`src/rtl/mem_requester_if.sv`:
```
// Memory request/acknowledge bus between the CPU-side requester (master)
// and the memory responder (slave).
interface mem_requester_if #(
  parameter int unsigned AW = 8,
  parameter int unsigned DW = 32
);
  logic          mem_req;
  logic          mem_we;
  logic [AW-1:0] mem_addr;
  logic [DW-1:0] mem_wdata;
  logic [DW-1:0] mem_rdata;
  logic          mem_ack;

  modport master (
    output mem_req, mem_we, mem_addr, mem_wdata,
    input  mem_rdata, mem_ack
  );

  modport slave (
    input  mem_req, mem_we, mem_addr, mem_wdata,
    output mem_rdata, mem_ack
  );
endinterface

```
`src/rtl/mem_requester.sv`:
```
// CPU-side memory initiator: fetch, load/store and push/pop over a req/ack bus.
// Define MEM_TIMEOUT_EN to add the ack-wait timeout with sticky err flag.
module mem_requester #(
  parameter int unsigned    AW      = 8,
  parameter int unsigned    DW      = 32,
  parameter logic [AW-1:0]  SP_INIT = '0,
  parameter int unsigned    TIMEOUT = 16
) (
  input  logic          clk,
  input  logic          rst_n,
  input  logic [4:0]    phase,
  input  logic [AW-1:0] pc,
  input  logic [AW-1:0] ma,
  input  logic [DW-1:0] md_in,
  output logic [DW-1:0] ir,
  output logic [DW-1:0] mdr,
  output logic [AW-1:0] sp,
  output logic          stall,
  output logic          done,
  output logic          err,
  mem_requester_if.master mem
);

  typedef enum logic [1:0] {IDLE, BUSY, DONE} state_e;
  typedef enum logic [2:0] {K_FETCH, K_LOAD, K_STORE, K_PUSH, K_POP} kind_e;

  state_e        state_q;
  kind_e         kind_q;
  logic [4:0]    phase_q;
  logic [DW-1:0] ir_q;
  logic [DW-1:0] mdr_q;
  logic [AW-1:0] sp_q;
  logic          req_q;
  logic          we_q;
  logic [AW-1:0] addr_q;
  logic [DW-1:0] wdata_q;
  logic          done_q;

  logic is_load, is_store, is_push, is_pop, mem_op;
  logic start_f, start_m;

  always_comb begin
    is_store = (ir_q[31:24] == 8'h8B);
    is_load  = (ir_q[31:24] == 8'h89);
    is_push  = (ir_q[31:19] == 13'h120A);
    is_pop   = (ir_q[31:19] == 13'h120B);
    mem_op   = is_load | is_store | is_push | is_pop;
    start_f  = phase[4] & ~phase_q[4];
    start_m  = phase[1] & ~phase_q[1] & mem_op;
  end

  assign stall = start_f | start_m | (state_q == BUSY);

`ifdef MEM_TIMEOUT_EN
  localparam int unsigned CW = $clog2(TIMEOUT + 1);
  logic [CW-1:0] cnt_q;
  logic          err_q;
  assign err = err_q;
`else
  assign err = 1'b0;
`endif

  always_ff @(posedge clk or negedge rst_n) begin
    if (!rst_n) begin
      state_q <= IDLE;
      kind_q  <= K_FETCH;
      phase_q <= '0;
      ir_q    <= '0;
      mdr_q   <= '0;
      sp_q    <= SP_INIT;
      req_q   <= 1'b0;
      we_q    <= 1'b0;
      addr_q  <= '0;
      wdata_q <= '0;
      done_q  <= 1'b0;
`ifdef MEM_TIMEOUT_EN
      cnt_q   <= '0;
      err_q   <= 1'b0;
`endif
    end else begin
      phase_q <= phase;
      case (state_q)
        IDLE: begin
`ifdef MEM_TIMEOUT_EN
          cnt_q <= '0;
`endif
          if (start_f) begin
            state_q <= BUSY;
            kind_q  <= K_FETCH;
            req_q   <= 1'b1;
            we_q    <= 1'b0;
            addr_q  <= pc;
          end else if (start_m) begin
            state_q <= BUSY;
            req_q   <= 1'b1;
            if (is_store) begin
              kind_q  <= K_STORE;
              we_q    <= 1'b1;
              addr_q  <= ma;
              wdata_q <= md_in;
            end else if (is_load) begin
              kind_q  <= K_LOAD;
              we_q    <= 1'b0;
              addr_q  <= ma;
            end else if (is_push) begin
              // Pre-decrement push: write lands at sp-1, sp commits on ack.
              kind_q  <= K_PUSH;
              we_q    <= 1'b1;
              addr_q  <= sp_q - 1'b1;
              wdata_q <= md_in;
            end else begin
              kind_q  <= K_POP;
              we_q    <= 1'b0;
              addr_q  <= sp_q;
            end
          end
        end
        BUSY: begin
          if (mem.mem_ack) begin
            case (kind_q)
              K_FETCH: ir_q  <= mem.mem_rdata;
              K_LOAD:  mdr_q <= mem.mem_rdata;
              K_PUSH:  sp_q  <= sp_q - 1'b1;
              K_POP: begin
                mdr_q <= mem.mem_rdata;
                sp_q  <= sp_q + 1'b1;
              end
              default: ;
            endcase
            req_q   <= 1'b0;
            done_q  <= 1'b1;
            state_q <= DONE;
          end
`ifdef MEM_TIMEOUT_EN
          else if (cnt_q == CW'(TIMEOUT - 1)) begin
            req_q   <= 1'b0;
            err_q   <= 1'b1;
            done_q  <= 1'b1;
            state_q <= DONE;
          end else begin
            cnt_q <= cnt_q + 1'b1;
          end
`endif
        end
        DONE: begin
          done_q  <= 1'b0;
          state_q <= IDLE;
        end
        default: state_q <= IDLE;
      endcase
    end
  end

  assign ir            = ir_q;
  assign mdr           = mdr_q;
  assign sp            = sp_q;
  assign done          = done_q;
  assign mem.mem_req   = req_q;
  assign mem.mem_we    = we_q;
  assign mem.mem_addr  = addr_q;
  assign mem.mem_wdata = wdata_q;

  logic unused_bits;
`ifdef MEM_TIMEOUT_EN
  assign unused_bits = ^{phase[3:2], phase[0], phase_q[3:2], phase_q[0]};
`else
  assign unused_bits = ^{phase[3:2], phase[0], phase_q[3:2], phase_q[0], (TIMEOUT == 0)};
`endif

endmodule

```
`src/flat_wrapper.sv`:
```
// flat-port wrapper written by rule: the top's interface ports become plain ports
module mem_requester_flat 
#(
  parameter int unsigned    AW      = 8,
  parameter int unsigned    DW      = 32,
  parameter logic [AW-1:0]  SP_INIT = '0,
  parameter int unsigned    TIMEOUT = 16
)
  (clk, rst_n, phase, pc, ma, md_in, ir, mdr, sp, stall, done, err, mem_mem_req, mem_mem_we, mem_mem_addr, mem_mem_wdata, mem_mem_rdata, mem_mem_ack);
  mem_requester_if #(.AW(AW), .DW(DW)) mem_i ();
  input  logic clk;
  input  logic rst_n;
  input  logic [4:0] phase;
  input  logic [AW-1:0] pc;
  input  logic [AW-1:0] ma;
  input  logic [DW-1:0] md_in;
  output logic [DW-1:0] ir;
  output logic [DW-1:0] mdr;
  output logic [AW-1:0] sp;
  output logic stall;
  output logic done;
  output logic err;
  output wire logic [$bits(mem_i.mem_req)-1:0] mem_mem_req;
  output wire logic [$bits(mem_i.mem_we)-1:0] mem_mem_we;
  output wire logic [$bits(mem_i.mem_addr)-1:0] mem_mem_addr;
  output wire logic [$bits(mem_i.mem_wdata)-1:0] mem_mem_wdata;
  input wire logic [$bits(mem_i.mem_rdata)-1:0] mem_mem_rdata;
  input wire logic [$bits(mem_i.mem_ack)-1:0] mem_mem_ack;
  assign mem_mem_req = mem_i.mem_req;
  assign mem_mem_we = mem_i.mem_we;
  assign mem_mem_addr = mem_i.mem_addr;
  assign mem_mem_wdata = mem_i.mem_wdata;
  assign mem_i.mem_rdata = mem_mem_rdata;
  assign mem_i.mem_ack = mem_mem_ack;
  mem_requester #(.AW(AW), .DW(DW), .SP_INIT(SP_INIT), .TIMEOUT(TIMEOUT)) u_core (.clk(clk), .rst_n(rst_n), .phase(phase), .pc(pc), .ma(ma), .md_in(md_in), .ir(ir), .mdr(mdr), .sp(sp), .stall(stall), .done(done), .err(err), .mem(mem_i));
endmodule
```
`config.mk`:
```
export PLATFORM = sky130hd
export DESIGN_NAME = mem_requester_flat
export DESIGN_NICKNAME = d
export VERILOG_FILES = /design/src/rtl/mem_requester_if.sv /design/src/rtl/mem_requester.sv /design/src/flat_wrapper.sv
export SDC_FILE = /design/constraint.sdc
export NUM_CORES = 1
export LEC_CHECK = 0
export BUFFER_PORTS_ARGS = -buffer_cell sky130_fd_sc_hd__clkbuf_2
export CAP_MARGIN = 20
export CORE_AREA = 3 3 133 84
export DETAILED_ROUTE_END_ITERATION = 10
export DIE_AREA = 0 0 136 87
export PLACE_DENSITY = 0.94
export SLEW_MARGIN = 5
export SYNTH_ARGS = -nofsm -noshare
export SYNTH_HDL_FRONTEND = slang
export SYNTH_SLANG_ARGS = --single-unit
export TNS_END_PERCENT = 20
```
`constraint.sdc`:
```
create_clock -name clk -period 3.35 [get_ports clk]
set_clock_uncertainty 0.05 [all_clocks]
set_input_delay 0.67 -clock clk [delete_from_list [all_inputs] [get_ports clk]]
set_output_delay 0.67 -clock clk [all_outputs]
set_load 0.1 [all_outputs]
```
==> results.tsv <==
metric	value	unit
status	finished, final reports clean	
routed_via_density	5.308	
drv_cap	0	
maxSlewViolCount	0	
syn_nets	480	
dieArea	0.01183	sq mm
hold_viol_final	0	
clkSinkCount	121	
htreeDepth	4	
hold_buffers	0	
max_slew.worst_pin.slew	1.078	ns
n_antenna_cell	0	
tns	0	ns
layout-drive-gt1-share	56.27	%
cts_root_buf	clkbuf_16	
numCtsBuffers	17	
nets	685	
synth_top_flop_cell	dfrtp_1	
finalCritPeriodShare	90.65	%
synth_edf_count	0	
grt_pass1_wl	21050	microns
cts_setup_buffers	0	
critPathMaxStageDelay	0.55	ns
slowest_stage	nor4b_2	
critPathBufInv	1	
clockBufferDepth	2	
cts_tree	done	
cp.required	2.63	ns
maxClockFrequency	329.3	MHz
ys_async_sr_fraction	100.0	%
ys_ff_latch	121	
final_cell_mix	clkbuf_2 (199), dfrtp_1 (121), mux2_2 (96)	
max-slew-margin-rel	27.87	%
overflow	0	
clk_latency	0.40	ns
grt_start_max_net_pins	68	
cts_resized	0	
drcViolationCount	0	
ant_nets	0	
track_usage	23.15	%
wl_per_cell	18.28	microns
place_congestion	0.9455	
die_y	87	microns
postRouteWirelength	13550	microns
cp_top_family	simple AND/OR/NAND/NOR gates	
post_synth_inst_count	390	
ys_warn_count	0	
dr_total_vias	3933	
syn_avg_cell_area	13.19	sq um
hpwlAfterDp	10200	microns
start_util	52.05	%
mostFrequentLayoutCell	clkbuf_2	
path_cells	nor4b_2, a31o_2, a21oi_1, o21ai_2, clkbuf_2	
crit_path_end_kind	primary output	
rsz0062_at_grt	false	
cp-start-kind	register	
core	0.009879	sq mm
ios	205	
die_width	136	microns
criticalPathCategory	reg -> out	
synth_seq_area_share	58.88	%
netlist_area	0.005142	sq mm
cp_max_fo	6	
path_clk_slew	0.05	ns
finalSetupViolations	0	
period_needed	3.037	ns
yosysUniqueCellTypes	53	
area_growth	33.67	%
rows	28	
arrival	2.32	ns
drt_iter0_drc	235	
grt_pass1_vias	4071	
dr.pass1.iters	7	
antenna_found_initial	0	
min_path_type	in -> async	
port_buffers	200	
## final cells by class
cell class                 instances  area [sq um]
clock inverter                    12         152.6
tap                              135         168.9
fill                             707          3005
multi-input combinational        238          1989
clock buffer                      18         429.2
inverter                          10         37.54
timing repair buffer             207          1069
sequential                       121          3028
## registers in the layout (all words and copies together), names as in the netlist
register              flops
u_core.ir                32
u_core.mem.mem_addr       8
u_core.state_q            2
u_core.mdr               32
u_core.mem.mem_req        1
u_core.sp                 8
u_core.phase_q            2
u_core.kind_q             3
u_core.mem.mem_wdata     32
u_core.done               1
## per-stage QoR
stage                     area [sq um]  setup slack [ns]  instances  util, %  hold slack [ns]
after detailed placement          6292            0.7627        711    63.69           0.4286
after global routing              6874            0.1996        741    69.58           0.3085
after floorplan                   5146            0.4958        390        -           0.3244
final                             6874            0.3131        741    69.58           0.2620
after CTS                         6874            0.3279        741    69.58           0.2890
after global placement            6292            0.7601        711    63.69           0.4178
## per-layer routing
metal	share of wire, %	vias up	GRT usage [%]
met4	0.91	0	5.764
met1	40	1928	28.07
met2	49	179	39.78
met3	9.7	16	8.430
met5	0	-	0
li1	-	1810	-
## final timing paths
path	startpoint	to	slack, ns	cells past startpoint
worst max-delay path	u_core.ir[25]	stall	0.31	5
worst min-delay path	rst_n	u_core.mem.mem_addr[7]	0.26	1
worst max register to register	u_core.ir[25]	u_core.mem.mem_wdata[7]	0.76	6
worst min register to register	u_core.mem.mem_addr[5]	u_core.mem.mem_addr[5]	0.43	2
max in group asynchronous	rst_n	u_core.ir[3]	2.19	2
min in group clk	phase[1]	u_core.phase_q[1]	0.36	1
## kinds of logic after synthesis
group | synth area share [%]
flops | 58.88
mux | 21.63
simple gates | 8.078
compound gates | 6.497
buf+inv | 2.822
xor+xnor | 1.533
fa+ha+maj | 0.4865
other cells | 0.07292
## Yosys cell counts, types with 2 or more instances
master,number,area share (%)
nand3_1,6,0.58
o21ai_0,11,1.1
o31ai_1,4,0.58
nand2_1,21,1.5
or4_1,2,0.29
buf_1,4,0.29
clkbuf_1,7,0.51
mux2i_1,2,0.39
nor2_1,16,1.2
buf_4,4,0.58
or4_4,2,0.44
and4_1,2,0.34
dfrtp_1,121,59
nor3_1,4,0.39
nor3b_1,3,0.44
ha_1,2,0.49
nor2b_1,6,0.73
inv_1,10,0.73
o22ai_1,2,0.24
buf_2,4,0.39
and3_1,3,0.37
a21oi_1,11,1.1
o211ai_1,2,0.29
a21o_1,4,0.58
a22o_1,3,0.51
nand4_1,2,0.24
a31oi_1,3,0.37
xnor2_1,8,1.4
o21ai_1,2,0.19
mux2_2,96,21
Power is not shown: default switching activity piles up to over one toggle a cycle in this logic, so the estimate is an artifact.
